--- config.mk ---
export PLATFORM = sky130hd
export DESIGN_NAME = bram2uart_dump_flat
export DESIGN_NICKNAME = d
export VERILOG_FILES = /design/src/rtl/bram2uart_dump_if.sv /design/src/rtl/bram2uart_dump.sv /design/src/flat_wrapper.sv
export SDC_FILE = /design/constraint.sdc
export NUM_CORES = 1
export LEC_CHECK = 0
export CORE_ASPECT_RATIO = 1.5
export CORE_MARGIN = 3
export CORE_UTILIZATION = 45
export DETAILED_ROUTE_END_ITERATION = 7
export PLACE_DENSITY = 0.79
export SLEW_MARGIN = 20
export SYNTH_ARGS = -nofsm -noshare
export SYNTH_HDL_FRONTEND = slang
export SYNTH_SLANG_ARGS = --single-unit
--- constraint.sdc ---
create_clock -name clk -period 2.2 [get_ports clk]
set_clock_uncertainty 0.1 [all_clocks]
set_input_delay 0.44 -clock clk [delete_from_list [all_inputs] [get_ports clk]]
set_output_delay 0.44 -clock clk [all_outputs]
set_load 0.02 [all_outputs]
--- src/rtl/bram2uart_dump_if.sv ---
// bram2uart_dump_if
//   Bundles the two buses the screen dumper talks on:
//     - screen BRAM read port : bram_addr (to BRAM), bram_rdata (from BRAM,
//       registered read, valid one cycle after the address)
//     - UART byte handshake   : tx_data / tx_valid (to transmitter),
//       tx_ready (from transmitter); a byte moves when valid and ready are
//       both high on a rising clock edge.
//   master : the dumper side (drives address and byte stream)
//   slave  : the BRAM / transmitter side
interface bram2uart_dump_if #(
    parameter int SCREEN_ADDRESS_WIDTH = 13
);
    logic [SCREEN_ADDRESS_WIDTH-1:0] bram_addr;
    logic [6:0]                      bram_rdata;
    logic [7:0]                      tx_data;
    logic                            tx_valid;
    logic                            tx_ready;

    modport master (
        output bram_addr,
        output tx_data,
        output tx_valid,
        input  bram_rdata,
        input  tx_ready
    );

    modport slave (
        input  bram_addr,
        input  tx_data,
        input  tx_valid,
        output bram_rdata,
        output tx_ready
    );
endinterface

--- src/rtl/bram2uart_dump.sv ---
// bram2uart_dump
//   Walks the character screen BRAM row by row, top-left first, and streams
//   every character out as one UART byte. Each row is followed by CR, LF.
//   NUL cells are sent as spaces so the terminal keeps its column alignment.
//   A single-cycle start request launches one full-screen dump.
//
// Ports
//   clk    : system clock, rising edge
//   rst    : asynchronous active-high reset
//   start  : dump request, only honoured while idle
//   busy   : dump in progress (cycle after accepted start .. final LF)
//   done   : one-cycle pulse after the final LF has been transferred
//   bus    : master side of bram2uart_dump_if (BRAM read port + UART bytes)
module bram2uart_dump #(
    parameter int SCREEN_ADDRESS_WIDTH  = 13,
    parameter int HORIZONTAL_SLOT_COUNT = 80,
    parameter int VERTICAL_SLOT_COUNT   = 60
) (
    input  logic                 clk,
    input  logic                 rst,
    input  logic                 start,
    output logic                 busy,
    output logic                 done,
    bram2uart_dump_if.master     bus
);

    localparam int COL_W = (HORIZONTAL_SLOT_COUNT > 1) ? $clog2(HORIZONTAL_SLOT_COUNT) : 1;
    localparam int ROW_W = (VERTICAL_SLOT_COUNT > 1) ? $clog2(VERTICAL_SLOT_COUNT) : 1;

    localparam logic [COL_W-1:0] COL_LAST = COL_W'(HORIZONTAL_SLOT_COUNT - 1);
    localparam logic [ROW_W-1:0] ROW_LAST = ROW_W'(VERTICAL_SLOT_COUNT - 1);

    localparam logic [7:0] CHAR_SPACE = 8'h20;
    localparam logic [7:0] CHAR_CR    = 8'h0D;
    localparam logic [7:0] CHAR_LF    = 8'h0A;

    typedef enum logic [2:0] {
        S_IDLE,
        S_READ,
        S_CAPTURE,
        S_SEND_CHAR,
        S_SEND_CR,
        S_SEND_LF
    } state_t;

    state_t                          r_state;
    logic [SCREEN_ADDRESS_WIDTH-1:0] r_bram_addr;
    logic [COL_W-1:0]                r_col;
    logic [ROW_W-1:0]                r_row;
    logic [7:0]                      r_tx_data;
    logic                            r_tx_valid;
    logic                            r_busy;
    logic                            r_done;
    logic                            w_xfer;

    // Empty cells are stored as 0; show them as blanks on the terminal.
    function automatic logic [7:0] map_char(input logic [6:0] c);
        map_char = (c == 7'd0) ? CHAR_SPACE : {1'b0, c};
    endfunction

    assign w_xfer = r_tx_valid & bus.tx_ready;

    assign bus.bram_addr = r_bram_addr;
    assign bus.tx_data   = r_tx_data;
    assign bus.tx_valid  = r_tx_valid;
    assign busy          = r_busy;
    assign done          = r_done;

    always_ff @(posedge clk or posedge rst) begin
        if (rst) begin
            r_state     <= S_IDLE;
            r_bram_addr <= '0;
            r_col       <= '0;
            r_row       <= '0;
            r_tx_data   <= '0;
            r_tx_valid  <= 1'b0;
            r_busy      <= 1'b0;
            r_done      <= 1'b0;
        end else begin
            case (r_state)
                S_IDLE: begin
                    r_done <= 1'b0;
                    // A start coinciding with the done pulse belongs to the
                    // dump that just finished and is dropped.
                    if (start && !r_done) begin
                        r_state     <= S_READ;
                        r_bram_addr <= '0;
                        r_col       <= '0;
                        r_row       <= '0;
                        r_busy      <= 1'b1;
                    end
                end

                // Address is presented here; the registered BRAM answers
                // in the following cycle.
                S_READ: begin
                    r_state <= S_CAPTURE;
                end

                S_CAPTURE: begin
                    r_tx_data  <= map_char(bus.bram_rdata);
                    r_tx_valid <= 1'b1;
                    r_state    <= S_SEND_CHAR;
                end

                S_SEND_CHAR: begin
                    if (w_xfer) begin
                        if (r_col == COL_LAST) begin
                            // Valid stays high: CR follows without a gap.
                            r_tx_data <= CHAR_CR;
                            r_state   <= S_SEND_CR;
                        end else begin
                            r_col       <= r_col + 1'b1;
                            r_bram_addr <= r_bram_addr + 1'b1;
                            r_tx_valid  <= 1'b0;
                            r_state     <= S_READ;
                        end
                    end
                end

                S_SEND_CR: begin
                    if (w_xfer) begin
                        r_tx_data <= CHAR_LF;
                        r_state   <= S_SEND_LF;
                    end
                end

                S_SEND_LF: begin
                    if (w_xfer) begin
                        r_tx_valid <= 1'b0;
                        if (r_row == ROW_LAST) begin
                            // Address stays on the last cell; never wraps past it.
                            r_busy  <= 1'b0;
                            r_done  <= 1'b1;
                            r_state <= S_IDLE;
                        end else begin
                            r_row       <= r_row + 1'b1;
                            r_col       <= '0;
                            r_bram_addr <= r_bram_addr + 1'b1;
                            r_state     <= S_READ;
                        end
                    end
                end

                default: begin
                    r_state    <= S_IDLE;
                    r_tx_valid <= 1'b0;
                    r_busy     <= 1'b0;
                    r_done     <= 1'b0;
                end
            endcase
        end
    end

endmodule

--- src/flat_wrapper.sv ---
// flat-port wrapper written by rule: the top's interface ports become plain ports
module bram2uart_dump_flat 
#(
    parameter int SCREEN_ADDRESS_WIDTH  = 13,
    parameter int HORIZONTAL_SLOT_COUNT = 80,
    parameter int VERTICAL_SLOT_COUNT   = 60
)
  (clk, rst, start, busy, done, bus_bram_addr, bus_tx_data, bus_tx_valid, bus_bram_rdata, bus_tx_ready);
  bram2uart_dump_if #(.SCREEN_ADDRESS_WIDTH(SCREEN_ADDRESS_WIDTH)) bus_i ();
  input  logic clk;
  input  logic rst;
  input  logic start;
  output logic busy;
  output logic done;
  output wire logic [$bits(bus_i.bram_addr)-1:0] bus_bram_addr;
  output wire logic [$bits(bus_i.tx_data)-1:0] bus_tx_data;
  output wire logic [$bits(bus_i.tx_valid)-1:0] bus_tx_valid;
  input wire logic [$bits(bus_i.bram_rdata)-1:0] bus_bram_rdata;
  input wire logic [$bits(bus_i.tx_ready)-1:0] bus_tx_ready;
  assign bus_bram_addr = bus_i.bram_addr;
  assign bus_tx_data = bus_i.tx_data;
  assign bus_tx_valid = bus_i.tx_valid;
  assign bus_i.bram_rdata = bus_bram_rdata;
  assign bus_i.tx_ready = bus_tx_ready;
  bram2uart_dump #(.SCREEN_ADDRESS_WIDTH(SCREEN_ADDRESS_WIDTH), .HORIZONTAL_SLOT_COUNT(HORIZONTAL_SLOT_COUNT), .VERTICAL_SLOT_COUNT(VERTICAL_SLOT_COUNT)) u_core (.clk(clk), .rst(rst), .start(start), .busy(busy), .done(done), .bus(bus_i));
endmodule
==> results of run 1 <==
==> critical path, stage by stage (launching register included) <==
cell and delay (ns):
dfrtp_1 0.41, ha_1 0.23, and4b_1 0.26, a211oi_2 0.43, buf_4 0.21, o21ai_0 0.12, a2bb2oi_2 0.18
==> how the worst max path moves through the flow <==
stage | from | end | slack (ns) | cells past startpoint
2_1_floorplan | u_core.bus.bram_addr[0] | u_core.bus.bram_addr[10] | 0.32 | 5
3_3_place_gp | bus_tx_ready | u_core.bus.bram_addr[11] | 0.03 | 6
3_5_place_dp | bus_tx_ready | u_core.bus.tx_data[5] | -0.01 | 6
4_1_cts | u_core.r_row[0] | u_core.bus.bram_addr[9] | 0.19 | 6
5_1_grt | u_core.r_row[0] | u_core.bus.bram_addr[2] | 0.03 | 6
6_report | u_core.r_row[0] | u_core.bus.bram_addr[9] | 0.18 | 6
==> metal layers <==
metal	share of wire (%)	wire length, um
met1	43	2218
met2	52	2712
met3	3.1	159
met4	1.8	93
met5	0	0
==> cells by family after synthesis <==
family	Yosys count	synth area share, %
compound gates	84	25.97
simple gates	78	18.64
flops	39	42.03
buf+inv	27	6.358
mux	9	4.095
fa+ha+maj	3	1.617
xor+xnor	3	1.132
other cells	1	0.1615
==> sequential cells by signal, summed over array words and instances (netlist names) <==
name and count:
u_core.bus.tx_data 7, u_core.busy 1, u_core.done 1, u_core.r_col 7, u_core.bus.bram_addr 13, u_core.bus.tx_valid 1, u_core.r_row 6, u_core.r_state 3
==> through the flow <==
step	setup WS, ns	util (%)	instances	total power [mW]
3_5_place_dp	-0.009661	56.97	350	0.8360
6_report	0.1806	58.75	357	1.304
2_1_floorplan	0.3152	-	244	0.7915
4_1_cts	0.1873	58.75	357	1.317
5_1_grt	0.03221	58.75	357	1.366
3_3_place_gp	0.03294	56.97	350	0.8338
==> cell type report <==
cell class	instances	area share, %
multi-input combinational	178	41.42
clock inverter	1	0.1729
tap	66	2.853
sequential	39	33.72
timing repair buffer	54	17.29
inverter	13	1.686
clock buffer	6	2.853
==> synthesized netlist by cell type, drive strengths merged (6+ instances only) <==
cell | number | area share (%)
nor3 | 6 | 1.8
inv | 13 | 2.1
dfrtp | 39 | 42
o21ai | 23 | 5.0
and3 | 6 | 1.6
buf | 9 | 3.4
o22a | 6 | 2.5
nand2 | 18 | 2.9
a21oi | 19 | 4.3
nor2 | 14 | 2.3
nand3 | 10 | 2.7
==> cells in the final DEF (no fill, tap or decap), drive strengths merged, types with 3 or more instances in the layout <==
cell / n
dfrtp: 39
clkdlybuf4s50: 33
o21ai: 23
buf: 21
a21oi: 19
nand2: 18
nor2: 14
inv: 13
nand3: 10
and3: 6
clkbuf: 6
nor3: 6
o22a: 6
mux2i: 5
a31oi: 5
nor4: 5
nand2b: 4
mux2: 4
nand4: 4
a2bb2oi: 4
nor2b: 3
o22ai: 3
a21boi: 3
a21o: 3
xnor2: 3
o21a: 3
ha: 3
o31ai: 3
==> power by group through the flow <==
stage	Clock, mW	Sequential [mW]	Combinational, mW
3_5_place_dp	0	0.742	0.0935
2_1_floorplan	0	0.747	0.0444
6_report	0.483	0.729	0.0924
4_1_cts	0.495	0.728	0.0936
5_1_grt	0.534	0.730	0.103
3_3_place_gp	0	0.742	0.0918
==> results_dict.tcl, run 1 <==
set metrics [dict create \
    status "completed" \
    min_to "u_core.busy" \
    drive_gt1_share_pct 17.87 \
    coreArea_um2 4926 \
    num_vias 2025 \
    track_usage_pct 18.81 \
    ioPinCount 35 \
    h-tree-depth 2 \
    synth_fp_nets 258 \
    hold_path_class "flip-flop to flip-flop" \
    design_area_um2 2894 \
    die_h_um 93.98 \
    slew_headroom_pct 67.01 \
    start_kind "flip-flop" \
    seq_power_share_pct 55.9 \
    whs_ns 0.3973 \
    cts_tree "built" \
    clockRootBuffer "clkbuf_8" \
    worst_pin_slew_ns 0.4824 \
    drv_cap 0 \
    worstPathRequired_ns 2.32 \
    fin_setup_tns_ns 0 \
    yosys_warnings 0 \
    ant_nets 0 \
    place.gp.congestion 0.8787 \
    hold_viol_final 0 \
    viasPerCell 5.672 \
    hpwl_mm 3.736 \
    cts_hold_buffers 0 \
    powerDensity_nw_per_um2 450.7 \
    rsz0062_at_grt "no" \
    min-delay-start "u_core.busy" \
    synth_seq_cells 39 \
    r2r_start "u_core.r_row[0]" \
    drc 0 \
    grt_pass1_vias 2081 \
    cts_setup_buffers 0 \
    clk_path_buf_depth 2 \
    drt-initial-drc-count 157 \
    avgSynthCellArea_um2 9.517 \
    io_buffers 33 \
    p_int_mw 1.011 \
    power_switching_uw 293.5 \
    routed_wl_mm 5.183 \
    post-route-min-period_ns 2.019 \
    antenna_found_initial 0 \
    grt_max_degree 40 \
    pwr-share-comb_pct 7.1 \
    cts_resized 0 \
    met3_usage_pct 3.234 \
    grt_util_met1_pct 22.98 \
    regToRegSetupSlack_ns 0.18 \
    clock.fmax_mhz 495.2 \
    first_pass_iters 4 \
    reg2regPathDepth 6 \
    die_area_um2 6076 \
    clk-insertion-delay-late_ns 0.28 \
    ys.flop_type "dfrtp_1" \
    synth_edf_count 0 \
    antenna_cells 0 \
    seq_area_frac_synth_pct 42.03 \
    start_util_pct 47.14 \
    crit_arrival_ns 2.13 \
    cts.sinks 39 \
    grt.overflow.total 0 \
    fin_crit_sh_pct 91.79 \
    die_w_um 64.66 \
    netSwitchingFraction_pct 22.50 \
    irDropWorstVdd_mv 0.3270 \
    n_fill_cell 457 \
    final-seq-area_um2 975.9 \
    worst_setup_path_end_kind "flip-flop" \
    async_flop_share_pct 100.0 \
    clkPwrFrac_pct 37.0 \
    syn_inst 244 \
    finalSetupViolCount 0 \
    regToRegEndpoint "u_core.bus.bram_addr[9]" \
    synthToLayoutAreaGrowth_pct 24.62 \
    grt_pass1_wl_mm 9.252 \
    numCtsBuffers 5 \
    netlist_area_um2 2322 \
    grtUsageMet2_pct 33.28 \
    place_area_um2 2806 \
    fin_nets 305 \
    yosysUniqueCellTypes 54 \
    wl_per_cell_um 14.52 \
    top_usage_layer "met2" \
    crit_fanout 5 \
    leakage_nw 1.246 \
    report.final.slew_viol_count 0 \
    worstHoldPathCells 1 \
    rows 31 \
    multi_input_area_um2 1199 \
    clkSlewWorstSetupHoldPaths_ns 0.07 \
    worst-setup-path-type "flip-flop to flip-flop" \
]
(Power assumes the default switching activity.)
==> inputs of run 2 (changes only) <==
GPL_TIMING_DRIVEN = 0   (was unset)
==> results_dict.tcl, run 2 (synthesis results as in run 1) <==
set metrics [dict create \
    finalSetupViolCount 0 \
    powerDensity_nw_per_um2 461.8 \
    coreArea_um2 4926 \
    rows 31 \
    drc 0 \
    clockRootBuffer "clkbuf_8" \
    ant_nets 0 \
    antenna_found_initial 0 \
    whs_ns 0.2864 \
    first_pass_iters 4 \
    power_switching_uw 306.6 \
    die_w_um 64.66 \
    hpwl_mm 3.805 \
    pwr-share-comb_pct 7.2 \
    cts.sinks 39 \
    ioPinCount 35 \
    grt_pass1_wl_mm 9.397 \
    start_kind "flip-flop" \
    leakage_nw 1.205 \
    crit_fanout 10 \
    place.gp.congestion 0.8658 \
    critPathMaxStageDelay_ns 0.48 \
    fin_nets 299 \
    p_int_mw 1.013 \
    netSwitchingFraction_pct 23.24 \
    cts_tree "built" \
    crit_family "compound AO/OA/AOI/OAI gates" \
    viasPerCell 5.655 \
    routed_wl_mm 5.243 \
    report.final.slew_viol_count 0 \
    die_h_um 93.98 \
    num_vias 1985 \
    clock.fmax_mhz 487.6 \
    drive_gt1_share_pct 15.44 \
    critPathBufInv 1 \
    worst-setup-path-type "flip-flop to flip-flop" \
    wl_per_cell_um 14.94 \
    largest_register_ffs 13 \
    drt-initial-drc-count 113 \
    design_area_um2 2856 \
    worst_pin_slew_ns 0.7461 \
    numCtsBuffers 5 \
    clk-insertion-delay-late_ns 0.29 \
    path_cells "ha_1, and4b_1, a211oi_4, nor3_4, buf_6, o22a_2" \
    start_util_pct 47.14 \
    post-route-min-period_ns 2.051 \
    cts_setup_buffers 0 \
    hold_path_class "input port to async pin" \
    clk_path_buf_depth 2 \
    h-tree-depth 2 \
    totalPowerFinal_mw 1.319 \
    slew_headroom_pct 49.85 \
    irDropWorstVdd_mv 0.3398 \
    grt_max_degree 31 \
    crit_arrival_ns 2.14 \
    grt_pass1_vias 2074 \
    layout_common_cells "dfrtp_1 (39), clkdlybuf4s50_1 (33), o21ai_0 (23)" \
    layout_commonest_cell "dfrtp_1" \
    grt.overflow.total 0 \
    worst_setup_path_end_kind "flip-flop" \
    io_buffers 33 \
    seq_power_share_pct 55.3 \
    drv_cap 0 \
    clkSlewWorstSetupHoldPaths_ns 0.08 \
    place_area_um2 2755 \
    hold_viol_final 0 \
    die_area_um2 6076 \
    fin_crit_sh_pct 93.22 \
    clkPwrFrac_pct 37.6 \
    status "completed" \
    cp_slowest_cell "a211oi_4" \
    worstPathRequired_ns 2.29 \
    antenna_cells 0 \
    synthToLayoutAreaGrowth_pct 23.01 \
    track_usage_pct 19.53 \
    rsz0062_at_grt "no" \
]
[run 2: cell types whose count changed in the layout (fill, tap and decap cells not counted), sizes merged]
cell / delta
buf: -11
clkbuf: +5
[run 2: worst register-to-register path, delay by kind of cell (launching register included)]
kind / cells / cell delay (ns)
buffers and inverters: 1 / 0.17
DFF: 1 / 0.41
and+or+nand+nor: 2 / 0.37
adders and majority gates: 1 / 0.23
AOI/OAI and AO/OA: 2 / 0.66
[run 2: routing by layer]
layer	up-vias	share of wire, %	track usage, %
met3	7	2.7	3.832
li1	980	-	-
met5	-	0	0
met2	40	53	34.14
met4	0	1.6	7.231
met1	958	43	23.47
[run 2: path summary, 6_finish.rpt]
path,startpoint,to,slack [ns],depth (start not counted)
max,u_core.r_row[0],u_core.bus.bram_addr[4],0.15,6
min,rst,u_core.r_col[2],0.29,2
max reg2reg,u_core.r_row[0],u_core.bus.bram_addr[4],0.15,6
min reg2reg,u_core.busy,u_core.busy,0.39,1
max in group asynchronous,rst,u_core.r_state[0],1.29,3
min in group clk,u_core.busy,u_core.busy,0.39,1
[run 2: stage by stage]
step                      setup WS (ns)  TNS, ns  utilization (%)  instances
after floorplan                  0.3152        0                -        244
after global placement          -0.2996   -7.984            55.52        343
after detailed placement        -0.3436   -4.521            55.93        344
after CTS                       0.05033        0            57.96        351
after global routing            0.04087        0            57.99        351
final                            0.1492        0            57.99        351
[run 2: area by class of cell]
cell class / instances / area, um^2
inverters: 13 / 48.80
well taps: 66 / 82.58
clock inverters: 1 / 5.005
fillers: 454 / 2069
flip-flops and latches: 39 / 975.9
clock buffers: 6 / 82.58
repair buffers: 34 / 350.3
plain buffers: 14 / 100.1
multi-input cells: 178 / 1211
[run 2: timing repair]
item,CTS,global route
hold endpoints to repair,0,0
gates resized for setup,2,3
endpoints found under the setup margin,6,3
hold buffers,0,0
[run 2: power groups by stage]
stage                     Sequential (mW)  Combinational (mW)  Clock, mW
after floorplan                     0.747              0.0444          0
after global placement              0.742              0.0902          0
after detailed placement            0.743              0.0962          0
after CTS                           0.729              0.0965      0.504
after global routing                0.730               0.107      0.543
final                               0.729              0.0949      0.495
